File: src/rtl/mips_pkg.sv
// Shared encodings for the multicycle MIPS control path: FSM states, opcode/funct
// values, ALU operation codes and datapath mux selects.
package mips_pkg;

  typedef enum logic [3:0] {
    ST_FETCH   = 4'd0,
    ST_DECODE  = 4'd1,
    ST_MEM_ADR = 4'd2,
    ST_MEM_RD  = 4'd3,
    ST_MEM_WB  = 4'd4,
    ST_MEM_WR  = 4'd5,
    ST_R_EX    = 4'd6,
    ST_R_WB    = 4'd7,
    ST_BEQ     = 4'd8,
    ST_JMP     = 4'd9,
    ST_I_EX    = 4'd10,
    ST_I_WB    = 4'd11
  } state_e;

  localparam logic [5:0] OP_RTYPE = 6'b000000;
  localparam logic [5:0] OP_LW    = 6'b100011;
  localparam logic [5:0] OP_SW    = 6'b101011;
  localparam logic [5:0] OP_BEQ   = 6'b000100;
  localparam logic [5:0] OP_J     = 6'b000010;
  localparam logic [5:0] OP_ADDI  = 6'b001000;
  localparam logic [5:0] OP_ORI   = 6'b001101;
  localparam logic [5:0] OP_LUI   = 6'b001111;

  localparam logic [5:0] FN_ADD = 6'b100000;
  localparam logic [5:0] FN_SUB = 6'b100010;
  localparam logic [5:0] FN_AND = 6'b100100;
  localparam logic [5:0] FN_OR  = 6'b100101;
  localparam logic [5:0] FN_SLT = 6'b101010;

  localparam logic [3:0] ALU_AND = 4'b0000;
  localparam logic [3:0] ALU_OR  = 4'b0001;
  localparam logic [3:0] ALU_ADD = 4'b0010;
  localparam logic [3:0] ALU_SUB = 4'b0110;
  localparam logic [3:0] ALU_SLT = 4'b0111;
  localparam logic [3:0] ALU_LUI = 4'b1000;

  localparam logic [1:0] SRCB_REG    = 2'b00;
  localparam logic [1:0] SRCB_FOUR   = 2'b01;
  localparam logic [1:0] SRCB_IMM    = 2'b10;
  localparam logic [1:0] SRCB_BRANCH = 2'b11;

  localparam logic [1:0] PCSRC_ALU    = 2'b00;
  localparam logic [1:0] PCSRC_ALUOUT = 2'b01;
  localparam logic [1:0] PCSRC_JUMP   = 2'b10;

endpackage

File: src/rtl/mips_alu_dec.sv
// ALU operation and immediate-extension decode from FSM state and IR fields.
// Purely combinational, zero latency; no handshake.
module mips_alu_dec
  import mips_pkg::*;
(
  input  state_e      state,
  input  logic [5:0]  opcode,
  input  logic [5:0]  funct,
  output logic [3:0]  alu_ctrl,
  output logic        ext_zero,
  output logic        funct_ok
);

  logic [3:0] r_ctrl;

  always_comb begin
    funct_ok = 1'b1;
    r_ctrl   = ALU_ADD;
    case (funct)
      FN_ADD:  r_ctrl = ALU_ADD;
      FN_SUB:  r_ctrl = ALU_SUB;
      FN_AND:  r_ctrl = ALU_AND;
      FN_OR:   r_ctrl = ALU_OR;
      FN_SLT:  r_ctrl = ALU_SLT;
      default: funct_ok = 1'b0;
    endcase
  end

  always_comb begin
    alu_ctrl = ALU_AND;
    ext_zero = 1'b0;
    case (state)
      ST_FETCH, ST_DECODE, ST_MEM_ADR: alu_ctrl = ALU_ADD;
      ST_R_EX:                         alu_ctrl = r_ctrl;
      ST_BEQ:                          alu_ctrl = ALU_SUB;
      // I_WB keeps the I_EX decode so the ALU result stays stable while it is written back
      ST_I_EX, ST_I_WB: begin
        case (opcode)
          OP_ORI: begin
            alu_ctrl = ALU_OR;
            ext_zero = 1'b1;
          end
          OP_LUI:  alu_ctrl = ALU_LUI;
          default: alu_ctrl = ALU_ADD;
        endcase
      end
      default: ;
    endcase
  end

endmodule

File: src/rtl/mips_mc_ctrl.sv
// Multicycle MIPS control FSM: lw 5, sw/R/I 4, beq/j 3 cycles with memory ready.
// FETCH, MEM_RD and MEM_WR hold their strobes until mem_ready; other states never stall.
module mips_mc_ctrl
  import mips_pkg::*;
#(
  parameter int MEM_HS = 1,
  parameter int CNT_W  = 32
) (
  input  logic             clk,
  input  logic             PcReSet,
  input  logic [5:0]       opcode,
  input  logic [5:0]       funct,
  input  logic             zero,
  input  logic             mem_ready,
  output logic             pc_en,
  output logic             iord,
  output logic             mem_rd,
  output logic             mem_wr,
  output logic             ir_wr,
  output logic             reg_dst,
  output logic             mem_to_reg,
  output logic             reg_wr,
  output logic             alu_src_a,
  output logic [1:0]       alu_src_b,
  output logic             ext_zero,
  output logic [3:0]       alu_ctrl,
  output logic [1:0]       pc_src,
  output logic [3:0]       state,
  output logic             illegal,
  output logic [CNT_W-1:0] instret
);

  localparam bit USE_READY = (MEM_HS != 0);

  state_e           state_q, state_d;
  logic [CNT_W-1:0] instret_q, instret_d;
  logic             mem_ok, funct_ok, pc_write, branch, retire;

  assign mem_ok = mem_ready | ~USE_READY;

  mips_alu_dec u_alu_dec (
    .state    (state_q),
    .opcode   (opcode),
    .funct    (funct),
    .alu_ctrl (alu_ctrl),
    .ext_zero (ext_zero),
    .funct_ok (funct_ok)
  );

  always_comb begin
    state_d    = state_q;
    pc_write   = 1'b0;
    branch     = 1'b0;
    retire     = 1'b0;
    iord       = 1'b0;
    mem_rd     = 1'b0;
    mem_wr     = 1'b0;
    ir_wr      = 1'b0;
    reg_dst    = 1'b0;
    mem_to_reg = 1'b0;
    reg_wr     = 1'b0;
    alu_src_a  = 1'b0;
    alu_src_b  = SRCB_REG;
    pc_src     = PCSRC_ALU;
    illegal    = 1'b0;

    case (state_q)
      ST_FETCH: begin
        mem_rd    = 1'b1;
        alu_src_b = SRCB_FOUR;
        if (mem_ok) begin
          ir_wr    = 1'b1;
          pc_write = 1'b1;
          state_d  = ST_DECODE;
        end
      end
      ST_DECODE: begin
        alu_src_b = SRCB_BRANCH;
        case (opcode)
          OP_RTYPE: begin
            if (funct_ok) state_d = ST_R_EX;
            else begin
              illegal = 1'b1;
              state_d = ST_FETCH;
            end
          end
          OP_LW, OP_SW:              state_d = ST_MEM_ADR;
          OP_BEQ:                    state_d = ST_BEQ;
          OP_J:                      state_d = ST_JMP;
          OP_ADDI, OP_ORI, OP_LUI:   state_d = ST_I_EX;
          default: begin
            illegal = 1'b1;
            state_d = ST_FETCH;
          end
        endcase
      end
      ST_MEM_ADR: begin
        alu_src_a = 1'b1;
        alu_src_b = SRCB_IMM;
        state_d   = (opcode == OP_LW) ? ST_MEM_RD : ST_MEM_WR;
      end
      ST_MEM_RD: begin
        mem_rd = 1'b1;
        iord   = 1'b1;
        if (mem_ok) state_d = ST_MEM_WB;
      end
      ST_MEM_WB: begin
        reg_wr     = 1'b1;
        mem_to_reg = 1'b1;
        retire     = 1'b1;
        state_d    = ST_FETCH;
      end
      ST_MEM_WR: begin
        mem_wr = 1'b1;
        iord   = 1'b1;
        if (mem_ok) begin
          retire  = 1'b1;
          state_d = ST_FETCH;
        end
      end
      ST_R_EX: begin
        alu_src_a = 1'b1;
        state_d   = ST_R_WB;
      end
      ST_R_WB: begin
        reg_wr  = 1'b1;
        reg_dst = 1'b1;
        retire  = 1'b1;
        state_d = ST_FETCH;
      end
      ST_BEQ: begin
        alu_src_a = 1'b1;
        pc_src    = PCSRC_ALUOUT;
        branch    = 1'b1;
        retire    = 1'b1;
        state_d   = ST_FETCH;
      end
      ST_JMP: begin
        pc_src   = PCSRC_JUMP;
        pc_write = 1'b1;
        retire   = 1'b1;
        state_d  = ST_FETCH;
      end
      ST_I_EX: begin
        alu_src_a = 1'b1;
        alu_src_b = SRCB_IMM;
        state_d   = ST_I_WB;
      end
      ST_I_WB: begin
        reg_wr  = 1'b1;
        retire  = 1'b1;
        state_d = ST_FETCH;
      end
      default: state_d = ST_FETCH;
    endcase

    pc_en     = pc_write | (branch & zero);
    instret_d = retire ? instret_q + CNT_W'(1) : instret_q;

    // Reset aborts whatever is in flight: no strobe may reach the datapath this cycle
    if (PcReSet) begin
      pc_en   = 1'b0;
      mem_rd  = 1'b0;
      mem_wr  = 1'b0;
      ir_wr   = 1'b0;
      reg_wr  = 1'b0;
      illegal = 1'b0;
    end
  end

  always_ff @(posedge clk) begin
    if (PcReSet) begin
      state_q   <= ST_FETCH;
      instret_q <= '0;
    end else begin
      state_q   <= state_d;
      instret_q <= instret_d;
    end
  end

  assign state   = state_q;
  assign instret = instret_q;

endmodule

File: config.mk
export PLATFORM = sky130hd
export DESIGN_NAME = mips_mc_ctrl
export DESIGN_NICKNAME = d
export VERILOG_FILES = /design/src/rtl/mips_pkg.sv /design/src/rtl/mips_alu_dec.sv /design/src/rtl/mips_mc_ctrl.sv
export SDC_FILE = /design/constraint.sdc
export NUM_CORES = 1
export LEC_CHECK = 0
export ABC_AREA = 1
export CORE_AREA = 2 2 77 79
export CTS_BUF_LIST = sky130_fd_sc_hd__clkbuf_8 sky130_fd_sc_hd__clkbuf_16
export DETAILED_ROUTE_END_ITERATION = 12
export DIE_AREA = 0 0 79 81
export GPL_TIMING_DRIVEN = 1
export PLACE_DENSITY_LB_ADDON = 0.3
export SYNTH_ARGS = -nofsm -noshare
export SYNTH_HDL_FRONTEND = slang
export SYNTH_SLANG_ARGS = --single-unit
File: constraint.sdc
create_clock -name clk -period 1.8 [get_ports clk]
set_input_delay 0.36 -clock clk [delete_from_list [all_inputs] [get_ports clk]]
set_output_delay 0.36 -clock clk [all_outputs]
set_load 0.005 [all_outputs]
; ---- Word-level counts from Yosys, hierarchy flattened
; Index checks and enable logic that the tools add are counted.
[word_totals]
regBits = 36
input_bits = 16
output_inout_bits = 55
[classes]
add_sub_neg = 1
n_eq_ne = 26
muxes = 36
bitwise_logic = 2
reduce_logical = 15
[op_table]
columns = op, count
row1 = "== test 6 bit, second input constant", 7
row2 = "adder 32 x 1 -> 32 bit, second input constant", 1
row3 = case mux 4 bit (7 select lines), 1
row4 = 2-to-1 mux 1 bit, 21
row5 = case mux 4 bit (5 select lines), 1
row6 = "== test 6 x 4 -> 1 bit, second input constant", 3
row7 = "== test 4 x 3 -> 1 bit, second input constant", 4
row8 = "== test 4 bit, second input constant", 4
row9 = case mux 4 bit (4 select lines), 1
row10 = 2-to-1 mux 4 bit, 3
row11 = case mux 3 bit (4 select lines), 1
row12 = OR reduction 2 bit, 5
row13 = OR reduction 5 bit, 2
row14 = OR reduction 3 bit, 3
row15 = "== test 4 x 2 -> 1 bit, second input constant", 2
row16 = case mux 4 bit (2 select lines), 1
row17 = OR reduction 7 bit, 1
row18 = "== test 6 x 2 -> 1 bit, second input constant", 1
row19 = "== test 6 x 3 -> 1 bit, second input constant", 1
row20 = logical NOT 6 bit, 1
row21 = 2-to-1 mux 3 bit, 2
row22 = "!= test 2 bit, second input constant", 3
row23 = case mux 1 bit (2 select lines), 3
row24 = case mux 2 bit (3 select lines), 1
row25 = other kinds (7), 7

; ---- Longest topological paths before layout
; Gate-level depths: netlist of the first run.
[depth]
word_depth = 7
depth_mapped = 13
mapped_depth_nobuf = 13

; ---- Cells and area by module
; Synthesis of the first run repeated with hierarchy kept, for this count alone.
[unflattened]
hier_cells = 494
hier_area_um2 = 2718.9
[by_module_without_submodules]
columns = mod, n_inst, cells_per_inst, area_each_um2
row1 = mips_mc_ctrl, 1, 447, 2497.4
row2 = mips_alu_dec, 1, 47, 221.5

; ---- Worst setup path after synthesis of the first run
; No wires, ideal clock.
[synth_path]
path_type = reg2reg
from = reg instret_q[0], in the netlist instret[0]
to = reg instret_q[18], in the netlist instret[18]
arrival_ns = 1.396
required_ns = 1.672
slack_ns = 0.277
stages_incl_launch_ff = 9
period_less_slack_ns = 1.523
path_cell_list = dfxtp_1 -> ha_1 -> nand2_2 -> nor2_4 -> nand2_4 -> nor4b_4 -> nand4_1 -> nand2_1 -> nor2_1
[synth_between]
elab_chain_cells = 1
[synth_lines]
columns = item, line
row1 = start: declaration, mips_mc_ctrl.sv:36  ; logic [CNT_W-1:0] instret_q, instret_d;
row2 = start signal: assignment, mips_mc_ctrl.sv:177  ; instret_q <= instret_d;
row3 = adder 32 x 1 -> 32 bit, mips_mc_ctrl.sv:158  ; instret_d = retire ? instret_q + CNT_W'(1) : instret_q;
; Every way passes these cells.
; A chain may end at the register's enable or synchronous reset.

; ---- Final worst setup path of the first run
[layout_path]
from = in funct[3]
to = out illegal
[layout_between]
elab_chain_cells = 7
[layout_lines]
columns = item, line
row1 = start: declaration, mips_mc_ctrl.sv:12  ; input logic [5:0] funct,
row2 = == test 6 bit, mips_alu_dec.sv:19  ; case (funct)
row3 = OR reduction 5 bit (no source line) (*), n/a
row4 = 2-to-1 mux 1 bit (*), mips_alu_dec.sv:19
row5 = 2-to-1 mux 1 bit (*), mips_mc_ctrl.sv:81  ; if (funct_ok) state_d = ST_R_EX;
row6 = case mux 1 bit (2 select lines) (*), mips_mc_ctrl.sv:79  ; case (opcode)
row7 = 2-to-1 mux 1 bit (*), mips_mc_ctrl.sv:67  ; case (state_q)
row8 = 2-to-1 mux 1 bit (*), mips_mc_ctrl.sv:161  ; if (PcReSet) begin
row9 = end: declaration, mips_mc_ctrl.sv:29  ; output logic illegal,
; Mark *: on every way between the ends. The rest lies on a longest branch, timed or not.

==> summary.txt, run 1 <==
Floorplan
  • Row cnt: 28
  • Core area: ~5700 µm²
  • Floorplan die area: around 6400 µm²
  • Die boundary height: between 80 and 90 µm
  • Chip Width: about 79 µm
  • Boundary pin count: 71
  • Effective utilization at floorplan: between 40% and 50%

Route
  • Met3 routed wirelength: roughly 450 µm
  • Number of iterations in the first detailed-routing pass: 4
  • Vias per cell: about 5.3
  • DRT met1 WL: approximately 3700 µm
  • Highest routed metal layer: met4
  • WL final: ~9400 µm
  • Routed WL per cell: ~14 µm
  • Violation count after the first detailed-route iteration: about 170
  • Wire length on met2: 4903 µm
  • DRC Markers: 0
  • Total via count in the routed design: 3529
  • Post-route antenna net violation count: 0

Logic synthesis
  • Avg Synthesized Cell Area: between 5 and 6 µm²
  • Share of flip-flops with an asynchronous set or reset after synthesis: 0%
  • Post-Syn Nets: between 400 and 500
  • Synth Cell Area: approximately 2700 µm²
  • Total of flip-flops plus latches after synthesis: 36
  • Number of enable-type register cells in the synthesized netlist: 0
  • Top post-synthesis cells by area: sky130_fd_sc_hd__dfxtp_1 (27%), sky130_fd_sc_hd__nand2_1 (18%), sky130_fd_sc_hd__nor2_1 (10%)
  • Count of cell types in the netlist: 38
  • Ys flop type: sky130_fd_sc_hd__dfxtp_1
  • Synth area leader: sky130_fd_sc_hd__dfxtp_1
  • Gate count after technology mapping: 443
  • Number of synthesis warnings: 0
  • Share of Yosys cell area claimed by the top area cell type: a little over a quarter
  • Sequential cell area fraction in the yosys report: a little over a quarter

Timing
  • Max-slew headroom at the worst pin: 76.36%
  • Final Setup Violations: 9
  • Hold violation total from the final report: 0
  • Min cycle time layout: about 2.0 ns
  • Share of the cycle needed by the critical path after routing: 109.4%
  • Layout Skew: between 0.006 and 0.007 ns
  • Maximum clock frequency: between 0.5 and 0.6 GHz
  • Final setup margin: -0.1686 ns
  • Max Slew Vio Count: 0
  • Setup repair after global routing missed its margin: true
  • Pin slew with the least headroom to its limit: ~0.35 ns

Clocking
  • CTS buffer count: 5
  • # hold bufs at CTS: 0
  • CTS tree: built
  • Clock latency reported for the late side of the worst-skew pair: about 0.3 ns
  • Level count of the clock H-tree: 2
  • # clock sinks: 36
  • Deepest clock path buffer count: 2
  • CTS Root Cell: sky130_fd_sc_hd__clkbuf_8
  • Clock edge transition at the registers on the reported setup and hold paths: roughly 0.070 ns

Global route
  • Grt ovf: 0
  • Pin count of the biggest net entering global routing: 22
  • First-pass GRT wire length: 14220 µm
  • Number of antenna violations at the first check in global routing: 0
  • Via count of the first global-routing pass: between 3000 and 4000
  • Tot GR Track Use: 27.51%

Critical path
  • Data arrival time of the critical path: around 1.6 ns
  • Largest delay share family, worst path: simple AND/OR/NAND/NOR gates
  • Cells along the critical path: dlygate4sd2_1 -> nor2_1 -> nand3_1 -> nand2_1 -> nor2_1 -> nand2_1 -> nand2_2 -> nand3_2 -> nor3b_2 -> buf_2
  • Worst R2R Start: state[2]
  • Buffer and inverter count on the worst path: 2
  • Critical path origin: funct[3]
  • Critical Path Fanout Max: 3
  • Endpoint type of the worst setup path: output pin
  • Critical-path cell with the highest stage delay: sky130_fd_sc_hd__dlygate4sd2_1
  • Start-to-end type of the worst setup path: in2out
  • Worst EP required: about 1.4 ns
  • CP max stage delay: about 0.27 ns
  • Element type at the critical path start: input port

Layout
  • Synth-to-layout area growth: 61.06%
  • Proportion of layout cells with a drive suffix above 1: a little over 30%
  • Nets: just over 600
  • Antenna cells: 0
  • Number of standard cells in the final layout excluding fillers: roughly 670

Power
  • Reported leakage power: 1.896 nW
  • Total power divided by cell area: about 400 nW/µm²
  • Peak supply drop: roughly 0.28 mV

Flow run
  • Maximum Capacitance Violations: 0

Hold path
  • Class of the tightest hold or removal check: reg2reg
  • HP Start: instret[7]

Placement
  • Final HPWL from detailed placement: around 6300 µm
  • Post-placement setup slack: -0.8088 ns
  • DP Cell Count: ~640
  • RePlAce Congestion: 0.9341
  • Count of input and output buffers: 70

Outcome
  • Failing checks: setup timing
  • Outcome: finished with violations
-- stage by stage --
step                      TNS [ns]  area, µm²  power, mW  hold slack [ns]  util [%]
after global placement      -4.366       3841      1.075           0.4766     67.68
after detailed placement    -4.819       3841      1.080           0.4938     67.68
final                      -0.7724       4280      1.728           0.5058     75.42
after floorplan                  0       2658     0.9159           0.4746         -
after CTS                  -0.8757       4116      1.675           0.5037     72.53
after global routing        -1.465       4280      1.792           0.5280     75.42
-- state kept, by name, indices dropped and copies added, names as in the netlist --
name and cells:
instret 32, state 4
-- worst min-delay path: stages, from the launching register on --
cell and delay, ns:
sky130_fd_sc_hd__dfxtp_1 0.35, sky130_fd_sc_hd__inv_1 0.06, sky130_fd_sc_hd__a21oi_1 0.05
-- cell type report --
| class | instances | area [µm²] |
|---|---|---|
| clock inverters | 2 | 7.507 |
| well taps | 75 | 93.84 |
| inverters | 54 | 205.2 |
| multi-input cells | 345 | 1883 |
| repair buffers | 150 | 1274 |
| flip-flops and latches | 36 | 734.5 |
| fillers | 452 | 1395 |
| clock buffers | 6 | 82.58 |
-- cells in the final DEF (no fill, tap or decap), types with 14 or more instances in the layout --
master	count
sky130_fd_sc_hd__a21oi_1	33
sky130_fd_sc_hd__buf_4	65
sky130_fd_sc_hd__buf_6	14
sky130_fd_sc_hd__clkdlybuf4s50_1	39
sky130_fd_sc_hd__dfxtp_1	31
sky130_fd_sc_hd__inv_1	45
sky130_fd_sc_hd__nand2_1	122
sky130_fd_sc_hd__nand3_1	18
sky130_fd_sc_hd__nor2_1	55
sky130_fd_sc_hd__nor2_4	14
-- kinds of logic after synthesis --
kind of cell             synth area share [%]
flip-flops                              27.12
AND/OR/NAND/NOR                         47.69
buffers and inverters                   9.557
adder cells (fa/ha/maj)                0.4707
XOR/XNOR                                3.626
AO/OA/AOI/OAI                           11.54
-- cells in the mapped netlist, types with 2 or more instances --
cell / instances
sky130_fd_sc_hd__nor2_4: 4
sky130_fd_sc_hd__nor4_1: 2
sky130_fd_sc_hd__and3_1: 3
sky130_fd_sc_hd__xnor2_1: 2
sky130_fd_sc_hd__dfxtp_1: 36
sky130_fd_sc_hd__o21ai_1: 4
sky130_fd_sc_hd__buf_2: 2
sky130_fd_sc_hd__a21oi_1: 37
sky130_fd_sc_hd__nand2_2: 7
sky130_fd_sc_hd__nor3_1: 8
sky130_fd_sc_hd__nand3_1: 20
sky130_fd_sc_hd__nand3_2: 2
sky130_fd_sc_hd__nor2_1: 71
sky130_fd_sc_hd__nand3b_1: 4
sky130_fd_sc_hd__clkbuf_1: 4
sky130_fd_sc_hd__xor2_1: 9
sky130_fd_sc_hd__inv_2: 3
sky130_fd_sc_hd__inv_1: 51
sky130_fd_sc_hd__buf_4: 2
sky130_fd_sc_hd__nor3_2: 4
sky130_fd_sc_hd__nand2_1: 129
sky130_fd_sc_hd__nand4_1: 10
sky130_fd_sc_hd__o21ai_0: 14
-- power by group --
part	leakage, nW	switching [mW]	total [mW]	internal, mW
sequential	0.293	0.00688	0.805	0.799
clock	0.0538	0.293	0.594	0.301
combinational	1.55	0.162	0.329	0.167
total	1.90	0.462	1.73	1.27
-- what timing repair did --
item / 4_1_cts / 5_1_grt
gates resized for setup: 105 / 65
gates cloned: 0 / 1
pin swaps: 19 / 31
endpoints found under the setup margin: 19 / 20
buffers inserted: 13 / 12
-- routing by layer --
layer	up-vias	GRT usage (%)
met3	39	5.667
met2	121	50.42
met1	1655	30.08
li1	1714	-
met4	0	13.97
met5	-	0
-- worst paths after layout --
path                 to  slack (ns)  cells after the start
min          instret[7]        0.51                      2
min reg2reg  instret[7]        0.51                      2
max reg2reg    state[2]        0.01                     12
max             illegal       -0.17                     10
Note: power is estimated with default switching activity, not from simulation.
==> inputs of run 2 (changes only) <==
CORE_AREA = 2 2 85 87   (was 2 2 77 79)
DIE_AREA = 0 0 87 89   (was 0 0 79 81)
==> run 2 against run 1 <==
The flow still finishes with violations (setup timing); global-route usage decreased by 3.5 points; flip-flop and latch count did not move; worst setup slack got worse by 0.0086 ns; final cell count grew 2.2%; worst hold slack gained 0.0013 ns; fmax fell by 0.43%; critical endpoint is now alu_ctrl[1].
==> summary.txt, run 2 (synthesis gave the netlist of run 1 again) <==
Timing
  • Setup repair after global routing missed its margin: true
  • Pin slew with the least headroom to its limit: 0.3920 ns
  • Min cycle time layout: 1.977 ns
  • Share of the cycle needed by the critical path after routing: 109.8%
  • Max-slew headroom at the worst pin: between 70 and 80%
  • Final Setup Violations: 14
  • Maximum clock frequency: between 0.5 and 0.6 GHz
  • Hold violation total from the final report: 0
  • Layout Skew: 0.007058 ns
  • Max Slew Vio Count: 0
  • Setup total negative slack: -1.210 ns
  • Final setup margin: -0.1772 ns

Route
  • WL final: about 10000 µm
  • Violation count after the first detailed-route iteration: 240
  • Routed WL per cell: roughly 15 µm
  • Post-route antenna net violation count: 0
  • Total via count in the routed design: about 3600
  • Number of iterations in the first detailed-routing pass: 5
  • DRC Markers: 0
  • Vias per cell: 5.264

Global route
  • Number of antenna violations at the first check in global routing: 0
  • Via count of the first global-routing pass: 3327
  • Grt ovf: 0
  • Pin count of the biggest net entering global routing: 25
  • Tot GR Track Use: 24.05%
  • First-pass GRT wire length: around 15000 µm

Layout
  • Synth-to-layout area growth: 65.40%
  • Number of flip-flops in the largest register: 32
  • Antenna cells: 0
  • Nets: roughly 620
  • Number of standard cells in the final layout excluding fillers: 683
  • Share of the core filled with cells: between 60 and 70%
  • Top library cells by usage in the layout, fill and taps aside: sky130_fd_sc_hd__nand2_1 (120), sky130_fd_sc_hd__buf_4 (77), sky130_fd_sc_hd__nor2_1 (56), sky130_fd_sc_hd__inv_1 (40), sky130_fd_sc_hd__clkdlybuf4s50_1 (39)
  • Final Instance Area: around 4400 µm²
  • Most common cell after layout, fill and taps aside: sky130_fd_sc_hd__nand2_1
  • Proportion of layout cells with a drive suffix above 1: around 33%

Clocking
  • Deepest clock path buffer count: 2
  • Clock latency reported for the late side of the worst-skew pair: 0.30 ns
  • CTS Root Cell: sky130_fd_sc_hd__clkbuf_8
  • Level count of the clock H-tree: 2
  • # clock sinks: 36
  • CTS tree: built
  • Clock edge transition at the registers on the reported setup and hold paths: about 0.08 ns
  • CTS buffer count: 5

Hold path
  • Class of the tightest hold or removal check: reg2reg
  • HP Start: instret[25]

Floorplan
  • Chip Width: 87 µm
  • Row cnt: 30
  • Die boundary height: ~90 µm
  • Boundary pin count: 71
  • Core area: 6719 µm²
  • Floorplan die area: ~7700 µm²
  • Effective utilization at floorplan: 39.55%

Placement
  • RePlAce Congestion: 0.8829
  • Cell area after placement: 3827 µm²
  • Final HPWL from detailed placement: between 6000 and 7000 µm
  • Count of input and output buffers: 70
  • DP Cell Count: 640

Critical path
  • Worst EP required: 1.44 ns
  • Element type at the critical path start: register
  • Critical Path Fanout Max: 5
  • Endpoint type of the worst setup path: output pin
  • Data arrival time of the critical path: between 1.5 and 2 ns
  • Worst R2R Start: state[2]
  • Critical path origin: state[2]
  • Start-to-end type of the worst setup path: reg2out

Outcome
  • Failing checks: setup timing
  • Outcome: finished with violations

Power
  • Total power of the final layout: about 1.7 mW
  • Reported leakage power: a little under 2 nW
  • Total power divided by cell area: between 300 and 400 nW/µm²
  • Peak supply drop: between 0.2 and 0.3 mV

Flow run
  • Maximum Capacitance Violations: 0
==> run 2: repair_timing <==
action / in CTS / in global routing
pin swaps: 22 / 22
endpoints found under the setup margin: 19 / 25
gates cloned: 0 / 1
hold buffers: 0 / 0
resized for setup: 117 / 63
buffers inserted: 21 / 13
==> run 2: final cells by class <==
class / count / area, µm²
Timing Repair Buffer: 160 / 1350
Sequential cell: 36 / 737.0
Fill cell: 554 / 2323
Multi-Input combinational cell: 345 / 1916
Inverter: 54 / 205.2
Clock buffer: 5 / 68.82
Clock inverter: 3 / 18.77
Tap cell: 80 / 100.1
==> run 2: power breakdown <==
part           total [mW]  internal, mW  switching, mW
clock               0.587         0.270          0.317
combinational       0.324         0.164          0.161
sequential          0.806         0.797        0.00870
==> run 2: worst max-delay path: stages, from the launching register on <==
cell,delay [ns]
sky130_fd_sc_hd__dfxtp_4,0.39
sky130_fd_sc_hd__or2_4,0.18
sky130_fd_sc_hd__buf_4,0.12
sky130_fd_sc_hd__buf_6,0.09
sky130_fd_sc_hd__nor2_4,0.04
sky130_fd_sc_hd__nor4_2,0.27
sky130_fd_sc_hd__nand2_1,0.09
sky130_fd_sc_hd__buf_2,0.13
==> run 2: stage by stage <==
step                hold slack (ns)  worst slack [ns]
finish                       0.5071           -0.1772
global route                 0.5474           -0.3015
CTS                          0.5013           -0.1888
detailed placement           0.4882           -0.8696
global placement             0.4799           -0.7988
floorplan                    0.4746            0.2766
==> run 2: path summary, 6_finish.rpt <==
check,end,slack (ns),depth (start not counted)
worst max register to register,instret[2],0.04,12
worst max-delay path,alu_ctrl[1],-0.18,7
worst min-delay path,instret[25],0.51,2
worst min register to register,instret[25],0.51,2
==> run 2: per-layer routing <==
metal  share of wire (%)  up-vias  track usage (%)
met3                 5.1       39            3.786
li1                    -     1737                -
met5                   0        -                0
met1                  40     1683            27.09
met2                  50      136            44.83
met4                 4.4        0            10.23
